File: src/rtl/score_lives_keeper_pkg.sv
// rtl/score_lives_keeper_pkg.sv - shared types, constants and BCD helper for the score/lives keeper
package score_lives_keeper_pkg;

    typedef logic [15:0] bcd4_t;

    typedef enum logic [1:0] {
        IDLE   = 2'd0,
        PLAY   = 2'd1,
        INVULN = 2'd2,
        OVER   = 2'd3
    } state_e;

    localparam logic [7:0] ALIEN_PTS = 8'd10;
    localparam logic [7:0] BONUS_PTS = 8'd100;
    localparam logic [8:0] PEND_MAX  = 9'd511;
    localparam bcd4_t      BCD_MAX   = 16'h9999;

    // Ripple +1 through four BCD digits; callers handle the 9999 ceiling.
    function automatic bcd4_t bcd4_inc(input bcd4_t v);
        bcd4_t r;
        logic  carry;
        r     = v;
        carry = 1'b1;
        for (int i = 0; i < 4; i++) begin
            if (carry) begin
                if (v[i*4 +: 4] == 4'd9) begin
                    r[i*4 +: 4] = 4'd0;
                end else begin
                    r[i*4 +: 4] = v[i*4 +: 4] + 4'd1;
                    carry       = 1'b0;
                end
            end
        end
        return r;
    endfunction

endpackage

File: src/rtl/score_lives_keeper_if.sv
// rtl/score_lives_keeper_if.sv - game_controller <-> score/lives keeper signal bundle
interface score_lives_keeper_if;
    import score_lives_keeper_pkg::*;

    logic        startOfFrame;
    logic        startGame;
    logic [7:0]  scoreUpdate;
    logic        playerHit;
    bcd4_t       scoreBCD;
    bcd4_t       highScoreBCD;
    logic [2:0]  lives;
    logic        gameLose;
    logic        invulnerable;
    logic        busy;

    modport master (
        output startOfFrame, startGame, scoreUpdate, playerHit,
        input  scoreBCD, highScoreBCD, lives, gameLose, invulnerable, busy
    );

    modport slave (
        input  startOfFrame, startGame, scoreUpdate, playerHit,
        output scoreBCD, highScoreBCD, lives, gameLose, invulnerable, busy
    );

endinterface

File: src/rtl/score_lives_keeper_bcd_counter4.sv
// rtl/score_lives_keeper_bcd_counter4.sv - 4-digit BCD incrementer with clear, saturating at 9999
module bcd_counter4
    import score_lives_keeper_pkg::*;
(
    input  logic  clk,
    input  logic  resetN,
    input  logic  i_clr,
    input  logic  i_en,
    output bcd4_t o_count
);

    bcd4_t r_count;

    always_ff @(posedge clk or negedge resetN) begin
        if (!resetN) begin
            r_count <= '0;
        end else if (i_clr) begin
            r_count <= '0;
        end else if (i_en && (r_count != BCD_MAX)) begin
            r_count <= bcd4_inc(r_count);
        end
    end

    assign o_count = r_count;

endmodule

File: src/rtl/score_lives_keeper.sv
// rtl/score_lives_keeper.sv - score, high score and lives keeper fed by game_controller
module score_lives_keeper
    import score_lives_keeper_pkg::*;
#(
    parameter int    START_LIVES    = 3,
    parameter int    MAX_LIVES      = 5,
    parameter int    INVULN_FRAMES  = 60,
    parameter bcd4_t EXTRA_LIFE_BCD = 16'h1500
) (
    input logic                 clk,
    input logic                 resetN,
    score_lives_keeper_if.slave bus
);

    localparam int FCW = $clog2(INVULN_FRAMES + 1);

    state_e          r_state;
    state_e          w_state_next;
    logic            r_start_d;
    logic            r_hit_sem;
    logic            r_extra_flag;
    logic [8:0]      r_pend;
    logic [FCW-1:0]  r_frame_cnt;
    logic [2:0]      r_lives;
    bcd4_t           r_high;

    bcd4_t           w_score;
    logic            w_start;
    logic            w_in_game;
    logic            w_hit_acc;
    logic            w_bonus;
    logic            w_drain;
    logic [7:0]      w_upd;
    logic [9:0]      w_pend_sum;
    logic [8:0]      w_pend_next;

    assign w_start   = bus.startGame & ~r_start_d;
    assign w_in_game = (r_state == PLAY) || (r_state == INVULN);
    assign w_hit_acc = (r_state == PLAY) && bus.playerHit && !r_hit_sem && !w_start;
    // A bonus colliding with an accepted hit waits a cycle; if the hit ended the game it never lands.
    assign w_bonus   = w_in_game && !w_start && !w_hit_acc && !r_extra_flag
                       && (w_score >= EXTRA_LIFE_BCD);
    assign w_drain   = (r_pend != 9'd0);
    assign w_upd     = (w_in_game && !w_start) ? bus.scoreUpdate : 8'd0;

    always_comb begin
        w_pend_sum  = {1'b0, r_pend} + {2'b00, w_upd} - {9'd0, w_drain};
        w_pend_next = (w_pend_sum > {1'b0, PEND_MAX}) ? PEND_MAX : w_pend_sum[8:0];
    end

    always_ff @(posedge clk or negedge resetN) begin
        if (!resetN) begin
            r_state <= IDLE;
        end else begin
            r_state <= w_state_next;
        end
    end

    always_comb begin
        w_state_next = r_state;
        if (w_start) begin
            w_state_next = PLAY;
        end else begin
            case (r_state)
                PLAY: begin
                    if (w_hit_acc) begin
                        w_state_next = (r_lives == 3'd1) ? OVER : INVULN;
                    end
                end
                INVULN: begin
                    if (r_frame_cnt == FCW'(INVULN_FRAMES)) begin
                        w_state_next = PLAY;
                    end
                end
                default: w_state_next = r_state;
            endcase
        end
    end

    always_ff @(posedge clk or negedge resetN) begin
        if (!resetN) begin
            r_start_d    <= 1'b0;
            r_hit_sem    <= 1'b0;
            r_extra_flag <= 1'b0;
            r_pend       <= 9'd0;
            r_frame_cnt  <= '0;
            r_lives      <= 3'(START_LIVES);
            r_high       <= '0;
        end else begin
            r_start_d <= bus.startGame;
            r_high    <= (w_score > r_high) ? w_score : r_high;
            if (w_start) begin
                r_hit_sem    <= 1'b0;
                r_extra_flag <= 1'b0;
                r_pend       <= 9'd0;
                r_frame_cnt  <= '0;
                r_lives      <= 3'(START_LIVES);
            end else begin
                r_pend <= w_pend_next;

                if (w_hit_acc) begin
                    r_hit_sem <= 1'b1;
                end else if (bus.startOfFrame) begin
                    r_hit_sem <= 1'b0;
                end

                if (w_hit_acc) begin
                    r_frame_cnt <= '0;
                end else if ((r_state == INVULN) && bus.startOfFrame
                             && (r_frame_cnt != FCW'(INVULN_FRAMES))) begin
                    r_frame_cnt <= r_frame_cnt + FCW'(1);
                end

                if (w_hit_acc) begin
                    r_lives <= r_lives - 3'd1;
                end else if (w_bonus) begin
                    r_extra_flag <= 1'b1;
                    if (r_lives < 3'(MAX_LIVES)) begin
                        r_lives <= r_lives + 3'd1;
                    end
                end
            end
        end
    end

    bcd_counter4 u_score (
        .clk     (clk),
        .resetN  (resetN),
        .i_clr   (w_start),
        .i_en    (w_drain),
        .o_count (w_score)
    );

    assign bus.scoreBCD     = w_score;
    assign bus.highScoreBCD = r_high;
    assign bus.lives        = r_lives;
    assign bus.gameLose     = (r_state == OVER);
    assign bus.invulnerable = (r_state == INVULN);
    assign bus.busy         = w_drain;

endmodule

File: src/flat_wrapper.sv
// flat-port wrapper written by rule: the top's interface ports become plain ports
module score_lives_keeper_flat import score_lives_keeper_pkg::*;
#(
    parameter int    START_LIVES    = 3,
    parameter int    MAX_LIVES      = 5,
    parameter int    INVULN_FRAMES  = 60,
    parameter bcd4_t EXTRA_LIFE_BCD = 16'h1500
)
  (clk, resetN, bus_startOfFrame, bus_startGame, bus_scoreUpdate, bus_playerHit, bus_scoreBCD, bus_highScoreBCD, bus_lives, bus_gameLose, bus_invulnerable, bus_busy);
  score_lives_keeper_if bus_i ();
  input logic clk;
  input logic resetN;
  input wire logic [$bits(bus_i.startOfFrame)-1:0] bus_startOfFrame;
  input wire logic [$bits(bus_i.startGame)-1:0] bus_startGame;
  input wire logic [$bits(bus_i.scoreUpdate)-1:0] bus_scoreUpdate;
  input wire logic [$bits(bus_i.playerHit)-1:0] bus_playerHit;
  output wire logic [$bits(bus_i.scoreBCD)-1:0] bus_scoreBCD;
  output wire logic [$bits(bus_i.highScoreBCD)-1:0] bus_highScoreBCD;
  output wire logic [$bits(bus_i.lives)-1:0] bus_lives;
  output wire logic [$bits(bus_i.gameLose)-1:0] bus_gameLose;
  output wire logic [$bits(bus_i.invulnerable)-1:0] bus_invulnerable;
  output wire logic [$bits(bus_i.busy)-1:0] bus_busy;
  assign bus_i.startOfFrame = bus_startOfFrame;
  assign bus_i.startGame = bus_startGame;
  assign bus_i.scoreUpdate = bus_scoreUpdate;
  assign bus_i.playerHit = bus_playerHit;
  assign bus_scoreBCD = bus_i.scoreBCD;
  assign bus_highScoreBCD = bus_i.highScoreBCD;
  assign bus_lives = bus_i.lives;
  assign bus_gameLose = bus_i.gameLose;
  assign bus_invulnerable = bus_i.invulnerable;
  assign bus_busy = bus_i.busy;
  score_lives_keeper #(.START_LIVES(START_LIVES), .MAX_LIVES(MAX_LIVES), .INVULN_FRAMES(INVULN_FRAMES), .EXTRA_LIFE_BCD(EXTRA_LIFE_BCD)) u_core (.clk(clk), .resetN(resetN), .bus(bus_i));
endmodule
File: config.mk
export PLATFORM = sky130hd
export DESIGN_NAME = score_lives_keeper_flat
export DESIGN_NICKNAME = d
export VERILOG_FILES = /design/src/rtl/score_lives_keeper_pkg.sv /design/src/rtl/score_lives_keeper_if.sv /design/src/rtl/score_lives_keeper_bcd_counter4.sv /design/src/rtl/score_lives_keeper.sv /design/src/flat_wrapper.sv
export SDC_FILE = /design/constraint.sdc
export NUM_CORES = 1
export LEC_CHECK = 0
export ABC_AREA = 1
export CAP_MARGIN = 20
export CORE_ASPECT_RATIO = 0.5
export CORE_UTILIZATION = 60
export CTS_BUF_LIST = sky130_fd_sc_hd__clkbuf_4 sky130_fd_sc_hd__clkbuf_8
export DETAILED_ROUTE_END_ITERATION = 6
export PLACE_DENSITY = 0.85
export SKIP_CTS_REPAIR_TIMING = 1
export SLEW_MARGIN = 0
export SYNTH_ARGS = -nofsm -noshare
export SYNTH_HDL_FRONTEND = slang
export SYNTH_SLANG_ARGS = --single-unit
export TNS_END_PERCENT = 1
File: constraint.sdc
create_clock -name clk -period 5 [get_ports clk]
set_input_delay 0.5 -clock clk [delete_from_list [all_inputs] [get_ports clk]]
set_output_delay 0.5 -clock clk [all_outputs]
set_load 0.005 [all_outputs]
==> results of run 1 <==
-- worst max-delay path, delay by kind of cell --
| family | cells | cell delay [ns] |
|---|---|---|
| fa+ha+maj | 2 | 0.65 |
| buf+inv | 4 | 0.76 |
| simple gates | 11 | 1.48 |
-- layer usage --
layer / part of all wire / up-vias
li1: - / 1820
met1: 0.50 / 1626
met2: 0.44 / 70
met3: 0.042 / 14
met4: 0.015 / 0
met5: 0 / -
-- synthesized netlist by cell type --
cell	number	area, um2
sky130_fd_sc_hd__nand4_1	6	37.5
sky130_fd_sc_hd__nand2_1	147	552
sky130_fd_sc_hd__a211oi_1	1	7.51
sky130_fd_sc_hd__nand3b_1	1	7.51
sky130_fd_sc_hd__nor3_2	2	20.0
sky130_fd_sc_hd__o21a_1	1	7.51
sky130_fd_sc_hd__o21ai_2	8	70.1
sky130_fd_sc_hd__a21oi_1	20	100
sky130_fd_sc_hd__xor2_1	6	52.6
sky130_fd_sc_hd__and3_1	1	6.26
sky130_fd_sc_hd__nor2_4	2	22.5
sky130_fd_sc_hd__xnor2_1	6	52.6
sky130_fd_sc_hd__nor3b_1	3	22.5
sky130_fd_sc_hd__buf_4	1	7.51
sky130_fd_sc_hd__nor3_1	2	10.0
sky130_fd_sc_hd__dfrtp_1	53	1330
sky130_fd_sc_hd__o21ai_0	4	20.0
sky130_fd_sc_hd__nand4_4	1	21.3
sky130_fd_sc_hd__nor3_4	1	16.3
sky130_fd_sc_hd__nand2_2	7	43.8
sky130_fd_sc_hd__ha_1	52	651
sky130_fd_sc_hd__nor2_2	4	25.0
sky130_fd_sc_hd__inv_2	4	15.0
sky130_fd_sc_hd__buf_2	3	15.0
sky130_fd_sc_hd__nand2_8	4	80.1
sky130_fd_sc_hd__nand3_1	52	260
sky130_fd_sc_hd__nand2_4	2	22.5
sky130_fd_sc_hd__or2_1	3	18.8
sky130_fd_sc_hd__nand3_2	3	30.0
sky130_fd_sc_hd__o32ai_1	1	8.76
sky130_fd_sc_hd__inv_1	89	334
sky130_fd_sc_hd__o21ai_1	11	55.1
sky130_fd_sc_hd__dfstp_2	2	52.6
sky130_fd_sc_hd__fa_1	1	20.0
sky130_fd_sc_hd__a21o_1	1	7.51
sky130_fd_sc_hd__nor2_1	34	128
sky130_fd_sc_hd__clkbuf_1	3	11.3
sky130_fd_sc_hd__buf_1	1	3.75
-- final timing paths --
path	slack [ns]	endpoint	from	cells past startpoint
setup / recovery	1.80	u_core.r_pend[2]$_DFF_PN0_	bus_startGame	17
hold / removal	0.29	u_core.bus.highScoreBCD[1]$_DFFE_PN0N_	resetN	2
setup reg to reg	2.12	u_core.r_pend[2]$_DFF_PN0_	u_core.r_start_d$_DFF_PN0_	17
hold reg to reg	0.51	u_core.bus.highScoreBCD[15]$_DFFE_PN0N_	u_core.bus.highScoreBCD[15]$_DFFE_PN0N_	2
max in group asynchronous	4.21	u_core.r_pend[6]$_DFF_PN0_	resetN	2
min in group clk	0.51	u_core.bus.highScoreBCD[15]$_DFFE_PN0N_	u_core.bus.highScoreBCD[15]$_DFFE_PN0N_	2
-- area by class of cell --
class                           instances  share of cell area
Inverter                               93              0.0724
Clock inverter                          1             0.00623
Timing Repair Buffer                   51               0.104
Multi-Input combinational cell        387               0.493
Sequential cell                        55               0.286
Clock buffer                            6              0.0158
Tap cell                               88              0.0228
-- flip-flops by register name, summed over array words and instances (netlist names) --
register and cells:
u_core.r_hit_sem 1, u_core.r_frame_cnt 6, u_core.bus.highScoreBCD 16, u_core.r_extra_flag 1, u_core.r_state 2, u_core.u_score.o_count 16
u_core.r_start_d 1, u_core.r_pend 9, u_core.bus.lives 3
-- per-stage QoR --
step / util / std cells / power [W] / hold WS, ns / instance area, um2
final: 0.759 / 681 / 0.00308 / 0.294 / 4820
after global routing: 0.759 / 681 / 0.00344 / 0.357 / 4820
after CTS: 0.759 / 681 / 0.00308 / 0.328 / 4820
after detailed placement: 0.742 / 674 / 0.00277 / 0.488 / 4720
after global placement: 0.742 / 674 / 0.00271 / 0.478 / 4720
after floorplan: - / 543 / 0.00224 / 0.204 / 4140
-- logic make-up (layout without fill, tap and decap cells) --
| kind of cell | after synthesis | count (layout) | synth area share |
|---|---|---|---|
| xor+xnor | 12 | 12 | 0.0254 |
| compound gates | 47 | 47 | 0.0668 |
| buf+inv | 101 | 151 | 0.0934 |
| simple gates | 275 | 275 | 0.320 |
| fa+ha+maj | 53 | 53 | 0.162 |
| flops | 55 | 55 | 0.333 |
-- power breakdown --
group          internal, W  leakage, nW  switching (W)  total (W)
Clock             0.000153       0.0547       0.000144   0.000296
Combinational     0.000837         1.78        0.00118    0.00202
Sequential        0.000598        0.705       0.000172   0.000769
Total              0.00159         2.54        0.00149    0.00308
==> Implementation_results.wiki, run 1 <==
{| class="wikitable"
! Metric !! Value
|-
| Type of element capturing the critical path || flip-flop
|-
| Layout overhead on the synthesized area || 16.5%
|-
| Effective utilization at floorplan || 0.652
|-
| Wire length of the first global-routing pass || about 15 mm
|-
| Detail-routed net length per standard cell || 12.3 um
|-
| Number of antenna-violating nets in the routed design || 0
|-
| Netlist area before placement || 0.00414 mm2
|-
| Number of antenna diodes || 0
|-
| Total power divided by cell area || roughly 640 mW/mm2
|-
| Number of distinct standard cells referenced by the synthesized netlist || 38
|-
| Grt ovf || 0
|-
| Sequential area share after synthesis || 0.333
|-
| Worst-case clock buffer depth || 2
|-
| GR Layer Usage met3 || 0.0508
|-
| Setup crit start kind || input pin
|-
| Count of buffers from port buffering || 50
|-
| Sink Count || 55
|-
| Lkg Pwr || 2.54 nW
|-
| Met1 layer usage reported by global route || 0.347
|-
| Number of storage elements in the synthesis netlist || 55
|-
| Type of the worst setup path || in -> reg
|-
| Placement Rows || 20
|-
| Setup-failing EPs final || 0
|-
| Layout fillers || a little under 500
|-
| Final weighted congestion in routability-driven placement || 0.913
|-
| Worst Setup Slack post-DPL || between 1.5 and 2 ns
|-
| RSZ-0062 raised after global routing || false
|-
| Gate count after technology mapping || approximately 540
|-
| Area inside the core boundary || approximately 0.0064 mm2
|-
| Post-CTS clock slew at the launch and capture registers of the worst setup and hold paths || 0.11 ns
|-
| Period Utilization, post-route || 0.641
|-
| Vias/cell || approximately 5.2
|-
| Die boundary width || roughly 120 um
|-
| Fraction of final layout cells sized beyond drive strength 1 || 0.0826
|-
| Height of the die || 60.7 um
|-
| CP Cell Sequence || clkdlybuf4s50_1 -> nand2_4 -> inv_2 -> nor2_4 -> nand2_1 -> ha_1 -> inv_1 -> ha_1 -> nand2_1 -> nor2_1 -> nand3_1 -> nand3_1 -> nand2_1 -> nand2_1 -> nand2_1 -> nand2_1 -> inv_1
|-
| Vias post-DR || between 3000 and 4000
|-
| Sequential cell area || around 0.0014 mm2
|-
| Worst slew slack as a fraction of its limit || 0.530
|-
| Slowest stage delay, CP || roughly 0.47 ns
|-
| Run status || complete, no violations
|-
| Post-Syn Nets || a little over 600
|-
| TritonCTS buffer count || 5
|-
| Clock tree root buffer cell || sky130_fd_sc_hd__clkbuf_8
|-
| Accumulated negative setup slack || 0 ns
|-
| Number of max-cap violations || 0
|-
| Total I/O pin count || about 50
|-
| Maximum clock rate || ~0.31 GHz
|-
| Number of antenna violations at the first check in global routing || 0
|-
| Number of slew-limit violations in the final report || 0
|-
| Pin slew with the least headroom to its limit || 0.705 ns
|-
| Worst-path maximum fanout || 28
|-
| Vias in the first global route || approximately 3300
|-
| Overall routed net length || roughly 8.4 mm
|-
| Cell mode on critical path || sky130_fd_sc_hd__nand2_1
|-
| CTS H-tree lvls || 2
|-
| Slowest stage cell on the critical path || sky130_fd_sc_hd__clkdlybuf4s50_1
|-
| Die ar. || between 0.007 and 0.008 mm2
|-
| GRT Overall Usage || 0.257
|-
| Number of DRC violations after detailed routing || 0
|-
| Worst min path class || in -> async
|-
| Peak ir drop on the vdd network || 0.560 mV
|-
| Fraction of met2 tracks used by global routing || 0.429
|-
| Setup WS post-layout || between 1.5 and 2 ns
|-
| Worst Path Required || between 5 and 6 ns
|-
| Arr. time, crit path || between 3 and 4 ns
|-
| Yosys warnings || 0
|-
| Fin. Hold Viols || 0
|-
| Leading cell types in the layout, fill and taps excluded || 147 x sky130_fd_sc_hd__nand2_1, 89 x sky130_fd_sc_hd__inv_1, 53 x sky130_fd_sc_hd__dfrtp_1
|-
| Most congested layer reported by global routing || met2
|-
| Total area of multi-input combinational cells || 0.00238 mm2
|-
| Final Net Count || around 660
|-
| Final worst clock skew || between 0.02 and 0.025 ns
|-
| Pin count of the biggest net entering global routing || between 50 and 60
|-
| Number of iterations in the first detailed-routing pass || 4
|-
| Avg Inst Size Synth || roughly 7.6 um2
|-
| Clock tree from TritonCTS || built
|-
| Most frequent standard cell in the layout excluding fill and tap cells || sky130_fd_sc_hd__nand2_1
|-
| DRC violation total after the first TritonRoute iteration || around 170
|-
| Time the worst path needs with I/O delays and setup || 3.20 ns
|-
| Insertion delay of the later-clocked pin in the worst-skew pair || between 0.3 and 0.4 ns
|-
| Sum of net half-perimeters after detailed placement || about 6.3 mm
|}
(Power assumes the default switching activity.)
==> run 2, diff against run 1 <==
--- a/config.mk
+++ b/config.mk
@@ -8,10 +8,10 @@
 export ABC_AREA = 1
 export CAP_MARGIN = 20
 export CORE_ASPECT_RATIO = 0.5
-export CORE_UTILIZATION = 60
+export CORE_UTILIZATION = 58
 export CTS_BUF_LIST = sky130_fd_sc_hd__clkbuf_4 sky130_fd_sc_hd__clkbuf_8
 export DETAILED_ROUTE_END_ITERATION = 6
-export PLACE_DENSITY = 0.85
+export PLACE_DENSITY = 0.83
 export SKIP_CTS_REPAIR_TIMING = 1
 export SLEW_MARGIN = 0
 export SYNTH_ARGS = -nofsm -noshare
==> constraint.sdc (replaced) <==
create_clock -name clk -period 3.25 [get_ports clk]
set_input_delay 0.325 -clock clk [delete_from_list [all_inputs] [get_ports clk]]
set_output_delay 0.325 -clock clk [all_outputs]
set_load 0.005 [all_outputs]
==> Implementation_results.wiki, run 2 (synthesized netlist as in run 1, its figures left out) <==
{| class="wikitable"
! Metric !! Value
|-
| Run status || complete, no violations
|-
| Effective utilization at floorplan || 0.611 (-0.0406)
|-
| Worst-case clock buffer depth || 2 (unchanged)
|-
| Layout overhead on the synthesized area || 17.1%
|-
| Period Utilization, post-route || 0.895
|-
| Die ar. || 0.00750 mm2 (+3.4%)
|-
| Slowest stage cell on the critical path || sky130_fd_sc_hd__dfrtp_1
|-
| Pin slew with the least headroom to its limit || 0.817 ns (+0.112 ns)
|-
| Area inside the core boundary || 0.00678 mm2 (+6.7%)
|-
| Number of slew-limit violations in the final report || 0 (unchanged)
|-
| Sum of net half-perimeters after detailed placement || 6.36 mm (+0.57%)
|-
| Final Net Count || 662 (+0.46%)
|-
| Detail-routed net length per standard cell || 12.4 um (+0.86%)
|-
| Number of DRC violations after detailed routing || 0 (unchanged)
|-
| Worst min path class || in -> async
|-
| Arr. time, crit path || 3.11 ns (-0.29 ns)
|-
| Number of antenna-violating nets in the routed design || 0 (unchanged)
|-
| Wire length of the first global-routing pass || 14.3 mm (-2.4%)
|-
| Switching Power || 0.00234 W (+57%)
|-
| Peak ir drop on the vdd network || 0.852 mV (+52%)
|-
| Time the worst path needs with I/O delays and setup || 2.91 ns
|-
| Share of power burned in registers || 0.245 (-0.005)
|-
| Worst Path Required || 3.46 ns (-1.74 ns)
|-
| TritonCTS buffer count || 5 (unchanged)
|-
| Worst-path maximum fanout || 9 (-68%)
|-
| Insertion delay of the later-clocked pin in the worst-skew pair || 0.32 ns (about the same)
|-
| CP Cell Sequence || inv_1 -> ha_1 -> nor2_4 -> nand2_1 -> ha_1 -> inv_1 -> ha_1 -> nand2_1 -> inv_1 -> nand2_1 -> nand2_1 -> nand2_1 -> nand3_1 -> nand2_1 -> nand2_1 -> nand2_1 -> nand2_1 -> inv_1
|-
| Setup-failing EPs final || 0 (unchanged)
|-
| Setup WS post-layout || 0.342 ns (-1.45 ns)
|-
| Slowest stage delay, CP || 0.41 ns (-0.06 ns)
|-
| Overall routed net length || 8.55 mm (+1.9%)
|-
| Accumulated negative setup slack || 0 ns (unchanged)
|-
| Number of buffer and inverter stages on the critical path || 4 (unchanged)
|-
| Number of iterations in the first detailed-routing pass || 4 (unchanged)
|-
| Final weighted congestion in routability-driven placement || 0.890 (-2.5%)
|-
| Most frequent standard cell in the layout excluding fill and tap cells || sky130_fd_sc_hd__nand2_1
|-
| Share of total power consumed by net switching || 0.488 (+0.00358)
|-
| Placement Rows || 21 (+5.0%)
|-
| Cell-internal power || 0.00245 W (+54%)
|-
| Type of element capturing the critical path || flip-flop
|-
| Setup crit start kind || flip-flop
|-
| Fin. Hold Viols || 0 (unchanged)
|-
| Fraction of power consumed by combinational cells || 0.660 (+0.006)
|-
| Type of the worst setup path || reg -> reg
|-
| Count of buffers from port buffering || 50 (unchanged)
|-
| Final worst clock skew || 0.0142 ns (-0.00624 ns)
|-
| Maximum clock rate || 0.344 GHz
|-
| Worst slew slack as a fraction of its limit || 0.455 (-0.0749)
|-
| DRC violation total after the first TritonRoute iteration || 242 (+44%)
|-
| GRT Overall Usage || 0.243 (-0.0140)
|-
| Launch point of the worst path || u_core.r_state[0]$_DFFE_PN0P_
|-
| Sink Count || 55 (unchanged)
|-
| Crit-path leading delay family || simple AND/OR/NAND/NOR gates
|-
| Cell mode on critical path || sky130_fd_sc_hd__nand2_1
|-
| Grt ovf || 0 (unchanged)
|-
| Fraction of final layout cells sized beyond drive strength 1 || 0.0872 (+0.00462)
|-
| RSZ-0062 raised after global routing || false
|-
| Height of the die || 61.8 um (+1.7%)
|-
| Number of antenna violations at the first check in global routing || 0 (unchanged)
|-
| Vias/cell || 5.13 (-1.0%)
|-
| Leading cell types in the layout, fill and taps excluded || 147 x sky130_fd_sc_hd__nand2_1, 89 x sky130_fd_sc_hd__inv_1, 53 x sky130_fd_sc_hd__dfrtp_1
|-
| Instance count on the critical path || 18 (+1)
|-
| Clock tree from TritonCTS || built
|-
| Vias post-DR || 3530 (unchanged)
|-
| Number of max-cap violations || 0 (unchanged)
|-
| Total power divided by cell area || 988 mW/mm2 (+55%)
|-
| Pin count of the biggest net entering global routing || 37 (-34%)
|-
| Vias in the first global route || 3207 (-1.6%)
|-
| Share of total power in the clock network || 0.096 (about the same)
|-
| Number of antenna diodes || 0 (unchanged)
|-
| Util after Layout || 0.716 (-0.0433)
|-
| Die boundary width || 122 um (+1.7%)
|-
| Post-CTS clock slew at the launch and capture registers of the worst setup and hold paths || 0.10 ns (about the same)
|-
| Total power consumption of the routed design || 0.00479 W (+56%)
|-
| Clock tree root buffer cell || sky130_fd_sc_hd__clkbuf_8
|-
| Total I/O pin count || 51 (unchanged)
|-
| Startpoint of the worst-slack reg-to-reg timing path || u_core.r_state[0]$_DFFE_PN0P_
|-
| Depth of the worst register-to-register path || 18 (+1)
|-
| Layout fillers || 551 (+11%)
|-
| Lkg Pwr || 2.55 nW (+0.58%)
|-
| CTS H-tree lvls || 2 (unchanged)
|-
| Worst Setup Slack post-DPL || 0.302 ns (-1.22 ns)
|}
[run 2: changes by cell type in the layout (fill, tap and decap cells not counted)]
cell                    delta
sky130_fd_sc_hd__buf_4     +3
[run 2: worst paths after layout]
kind                                                                 to  slack (ns)
worst min register to register   u_core.bus.highScoreBCD[7]$_DFFE_PN0N_        0.50
worst min-delay path            u_core.bus.highScoreBCD[11]$_DFFE_PN0N_        0.09
min in group clk                 u_core.bus.highScoreBCD[7]$_DFFE_PN0N_        0.50
worst max register to register               u_core.r_pend[3]$_DFF_PN0_        0.34
max in group asynchronous                    u_core.r_start_d$_DFF_PN0_        2.38
worst max-delay path                         u_core.r_pend[3]$_DFF_PN0_        0.34
[run 2: layer usage]
metal,vias to the layer above,share of wire,GRT usage
met5,-,0,0
li1,1823,-,-
met4,0,0.0096,0.0653
met3,12,0.045,0.0447
met1,1614,0.49,0.326
met2,81,0.46,0.417
[run 2: worst register-to-register path: stages (launching register included)]
cell                      delay (ns)
sky130_fd_sc_hd__dfrtp_1        0.41
sky130_fd_sc_hd__inv_1          0.06
sky130_fd_sc_hd__ha_1           0.36
sky130_fd_sc_hd__nor2_4         0.26
sky130_fd_sc_hd__nand2_1        0.10
sky130_fd_sc_hd__ha_1           0.29
sky130_fd_sc_hd__inv_1          0.05
sky130_fd_sc_hd__ha_1           0.35
sky130_fd_sc_hd__nand2_1        0.10
sky130_fd_sc_hd__inv_1          0.08
sky130_fd_sc_hd__nand2_1        0.05
sky130_fd_sc_hd__nand2_1        0.07
sky130_fd_sc_hd__nand2_1        0.07
sky130_fd_sc_hd__nand3_1        0.08
sky130_fd_sc_hd__nand2_1        0.06
sky130_fd_sc_hd__nand2_1        0.22
sky130_fd_sc_hd__nand2_1        0.10
sky130_fd_sc_hd__nand2_1        0.08
sky130_fd_sc_hd__inv_1          0.05
[run 2: cell type report]
cell class / instances / area [um2] / area share
clock buffers: 6 / 76.3 / 0.0157
inverters: 93 / 349 / 0.0720
repair buffers: 54 / 526 / 0.108
flip-flops and latches: 55 / 1380 / 0.284
multi-input cells: 387 / 2380 / 0.490
clock inverters: 1 / 30.0 / 0.00619
well taps: 92 / 115 / 0.0237
[run 2: metrics by stage]
step / cell area [um2] / std cells / hold WS (ns)
4_1_cts: 4850 / 688 / 0.106
3_5_place_dp: 4740 / 681 / 0.457
2_1_floorplan: 4140 / 543 / 0.0294
6_report: 4850 / 688 / 0.0910
5_1_grt: 4850 / 688 / 0.148
3_3_place_gp: 4740 / 681 / 0.456
[run 2: power by group through the flow]
stage                     combinational (W)  sequential, W  clock (W)
after CTS                           0.00315        0.00117   0.000468
after detailed placement            0.00312        0.00118          0
after global routing                0.00363        0.00120   0.000499
after global placement              0.00303        0.00117          0
final                               0.00316        0.00117   0.000458
after floorplan                     0.00231        0.00113          0
==> run 3, diff against run 2 <==
--- a/config.mk
+++ b/config.mk
@@ -8,10 +8,10 @@
 export ABC_AREA = 1
 export CAP_MARGIN = 20
 export CORE_ASPECT_RATIO = 0.5
-export CORE_UTILIZATION = 58
+export CORE_UTILIZATION = 53
 export CTS_BUF_LIST = sky130_fd_sc_hd__clkbuf_4 sky130_fd_sc_hd__clkbuf_8
 export DETAILED_ROUTE_END_ITERATION = 6
-export PLACE_DENSITY = 0.83
+export PLACE_DENSITY = 0.8
 export SKIP_CTS_REPAIR_TIMING = 1
 export SLEW_MARGIN = 0
 export SYNTH_ARGS = -nofsm -noshare
==> constraint.sdc (replaced) <==
create_clock -name clk -period 2.6 [get_ports clk]
set_input_delay 0.26 -clock clk [delete_from_list [all_inputs] [get_ports clk]]
set_output_delay 0.26 -clock clk [all_outputs]
set_load 0.005 [all_outputs]
==> Implementation_results.wiki, run 3 (synthesized netlist as in run 1, its figures left out) <==
{| class="wikitable"
! Metric !! Value
|-
| Switching Power || 0.00329 W (+41%)
|-
| Lkg Pwr || 2.68 nW (+4.9%)
|-
| Share of total power consumed by net switching || 0.467 (-0.0218)
|-
| Final Net Count || 687 (+3.8%)
|-
| Time the worst path needs with I/O delays and setup || 2.53 ns (-0.378 ns)
|-
| Fraction of final layout cells sized beyond drive strength 1 || 0.170 (+0.0832)
|-
| Worst Path Required || 2.81 ns (-0.65 ns)
|-
| Sum of net half-perimeters after detailed placement || 6.65 mm (+4.6%)
|-
| Share of power burned in registers || 0.207 (-0.038)
|-
| Placement Rows || 22 (+4.8%)
|-
| Wire length of the first global-routing pass || 15.0 mm (+5.2%)
|-
| Sink Count || 55 (unchanged)
|-
| Most frequent standard cell in the layout excluding fill and tap cells || sky130_fd_sc_hd__nand2_1
|-
| Insertion delay of the later-clocked pin in the worst-skew pair || 0.32 ns (about the same)
|-
| Total placed cells including tap cells || 707 (+3.8%)
|-
| Setup crit start kind || flip-flop
|-
| Internal reg-to-reg setup slack || 0.07 ns (-0.27 ns)
|-
| Worst slew slack as a fraction of its limit || 0.561 (+0.106)
|-
| Non-filler instance count after layout || 718 (+4.4%)
|-
| GRT Overall Usage || 0.231 (-0.0119)
|-
| Type of element capturing the critical path || flip-flop
|-
| Minimum hold slack || 0.461 ns (+0.370 ns)
|-
| Grt ovf || 0 (unchanged)
|-
| Vias/cell || 5.01 (-2.3%)
|-
| Total I/O pin count || 51 (unchanged)
|-
| DRC violation total after the first TritonRoute iteration || 202 (-17%)
|-
| Detail-routed net length per standard cell || 12.2 um (-1.5%)
|-
| Vias post-DR || 3600 (+2.0%)
|-
| Util after Layout || 0.701 (-0.0149)
|-
| Layout fillers || 569 (+3.3%)
|-
| Clock tree root buffer cell || sky130_fd_sc_hd__clkbuf_8
|-
| Worst-case clock buffer depth || 2 (unchanged)
|-
| Number of antenna diodes || 0 (unchanged)
|-
| Type of the worst setup path || reg -> reg
|-
| Pin count of the biggest net entering global routing || 29 (-22%)
|-
| Clock tree from TritonCTS || built
|-
| Leading cell types in the layout, fill and taps excluded || 137 x sky130_fd_sc_hd__nand2_1, 85 x sky130_fd_sc_hd__inv_1, 53 x sky130_fd_sc_hd__dfrtp_1
|-
| Cell-internal power || 0.00376 W (+53%)
|-
| Total power divided by cell area || 1350 mW/mm2 (+37%)
|-
| Area inside the core boundary || 0.00743 mm2 (+9.6%)
|-
| TritonCTS buffer count || 5 (unchanged)
|-
| Arr. time, crit path || 2.74 ns (-0.37 ns)
|-
| Layout overhead on the synthesized area || 25.7%
|-
| Final worst clock skew || 0.0189 ns (+0.00470 ns)
|-
| Die ar. || 0.00819 mm2 (+9.2%)
|-
| Number of max-cap violations || 0 (unchanged)
|-
| Worst Setup Slack post-DPL || -0.161 ns (-0.463 ns)
|-
| Worst min path class || in -> reg
|-
| Effective utilization at floorplan || 0.557 (-0.0537)
|-
| Share of total power in the clock network || 0.073 (-0.023)
|-
| Maximum clock rate || 0.395 GHz (+15%)
|-
| Run status || complete, no violations
|-
| Setup WS post-layout || 0.0704 ns (-0.272 ns)
|-
| RSZ-0062 raised after global routing || true
|-
| Critical register-to-register path endpoint || u_core.r_pend[0]$_DFF_PN0_
|-
| Height of the die || 64.5 um (+4.5%)
|-
| Final weighted congestion in routability-driven placement || 0.835 (-6.1%)
|-
| Peak ir drop on the vdd network || 0.755 mV (-11%)
|-
| Number of DRC violations after detailed routing || 0 (unchanged)
|-
| Vias in the first global route || 3284 (+2.4%)
|-
| Endpoint of the worst setup timing path || u_core.r_pend[0]$_DFF_PN0_
|-
| Startpoint of the worst-slack reg-to-reg timing path || u_core.r_state[0]$_DFFE_PN0P_
|-
| Count of buffers from port buffering || 50 (unchanged)
|-
| CTS H-tree lvls || 2 (unchanged)
|-
| Number of antenna violations at the first check in global routing || 0 (unchanged)
|-
| Depth of the worst register-to-register path || 17 (-1)
|-
| Overall routed net length || 8.78 mm (+2.8%)
|-
| Fraction of power consumed by combinational cells || 0.720 (+0.060)
|-
| Post-CTS clock slew at the launch and capture registers of the worst setup and hold paths || 0.10 ns (about the same)
|-
| Number of antenna-violating nets in the routed design || 0 (unchanged)
|-
| Setup-failing EPs final || 0 (unchanged)
|-
| Number of slew-limit violations in the final report || 0 (unchanged)
|-
| Pin slew with the least headroom to its limit || 0.659 ns (-0.159 ns)
|-
| Launch point of the worst path || u_core.r_state[0]$_DFFE_PN0P_
|-
| Period Utilization, post-route || 0.973 (+0.0782)
|-
| Number of iterations in the first detailed-routing pass || 4 (unchanged)
|-
| Worst-path maximum fanout || 8 (-1)
|-
| Die boundary width || 127 um (+4.5%)
|-
| Fin. Hold Viols || 0 (unchanged)
|}
-- run 3: cell types whose count changed in the layout (fill, tap and decap cells not counted), sizes merged --
cell and change:
buf +23, clkinv +1, clkbuf +1, nand2 +1, dlygate4sd3 +1, bufinv -1
-- run 3: final cells by class --
class	instances	area, um2	share of cell area
Multi-Input combinational cell	388	2550	0.489
Sequential cell	55	1380	0.265
Timing Repair Buffer	78	712	0.137
Inverter	93	349	0.0670
Tap cell	96	120	0.0231
Clock buffer	7	90.1	0.0173
Clock inverter	1	8.76	0.00168
-- run 3: power by group through the flow --
| stage | clock, W | sequential (W) | combinational (W) |
|---|---|---|---|
| 2_1_floorplan | 0 | 0.00142 | 0.00289 |
| 3_3_place_gp | 0 | 0.00145 | 0.00428 |
| 3_5_place_dp | 0 | 0.00147 | 0.00439 |
| 4_1_cts | 0.000532 | 0.00145 | 0.00442 |
| 5_1_grt | 0.000570 | 0.00150 | 0.00574 |
| 6_report | 0.000518 | 0.00146 | 0.00507 |
-- run 3: worst max-delay path, cell delays in order, from the launching register on --
cell	delay, ns
sky130_fd_sc_hd__dfrtp_1	0.40
sky130_fd_sc_hd__inv_2	0.08
sky130_fd_sc_hd__ha_4	0.21
sky130_fd_sc_hd__nor2_4	0.22
sky130_fd_sc_hd__nand2_1	0.10
sky130_fd_sc_hd__ha_1	0.31
sky130_fd_sc_hd__inv_2	0.07
sky130_fd_sc_hd__ha_4	0.21
sky130_fd_sc_hd__nand2_4	0.07
sky130_fd_sc_hd__inv_1	0.05
sky130_fd_sc_hd__nand2_1	0.07
sky130_fd_sc_hd__nand2_2	0.06
sky130_fd_sc_hd__nand2_2	0.07
sky130_fd_sc_hd__nand4_1	0.19
sky130_fd_sc_hd__nand2_2	0.16
sky130_fd_sc_hd__nand2_1	0.06
sky130_fd_sc_hd__nand2_1	0.05
sky130_fd_sc_hd__inv_1	0.04
-- run 3: worst min path at each step --
stage / from / depth (start not counted) / to / slack [ns]
4_1_cts: resetN / 1 / u_core.u_score.o_count[8]$_DFFE_PN0P_ / -0.03
3_3_place_gp: resetN / 1 / u_core.r_frame_cnt[3]$_DFFE_PN0P_ / 0.35
6_report: bus_startGame / 1 / u_core.r_start_d$_DFF_PN0_ / 0.46
5_1_grt: bus_startGame / 1 / u_core.r_start_d$_DFF_PN0_ / 0.44
2_1_floorplan: resetN / 0 / u_core.bus.highScoreBCD[0]$_DFFE_PN0N_ / -0.04
3_5_place_dp: resetN / 1 / u_core.r_frame_cnt[3]$_DFFE_PN0P_ / 0.33
-- run 3: per-layer routing --
| layer | wire length [um] | up-vias | track usage |
|---|---|---|---|
| met5 | 0 | - | 0 |
| met4 | 78 | 0 | 0.0476 |
| met3 | 202 | 9 | 0.0421 |
| met2 | 3950 | 45 | 0.373 |
| met1 | 4550 | 1671 | 0.327 |
| li1 | - | 1875 | - |
-- run 3: through the flow --
stage | setup TNS [ns] | area, um2 | power (W)
global placement | -0.742 | 4910 | 0.00573
finish | 0 | 5210 | 0.00705
detailed placement | -1.30 | 4910 | 0.00585
floorplan | 0 | 4140 | 0.00430
CTS | -0.592 | 5010 | 0.00640
global route | -0.516 | 5210 | 0.00781
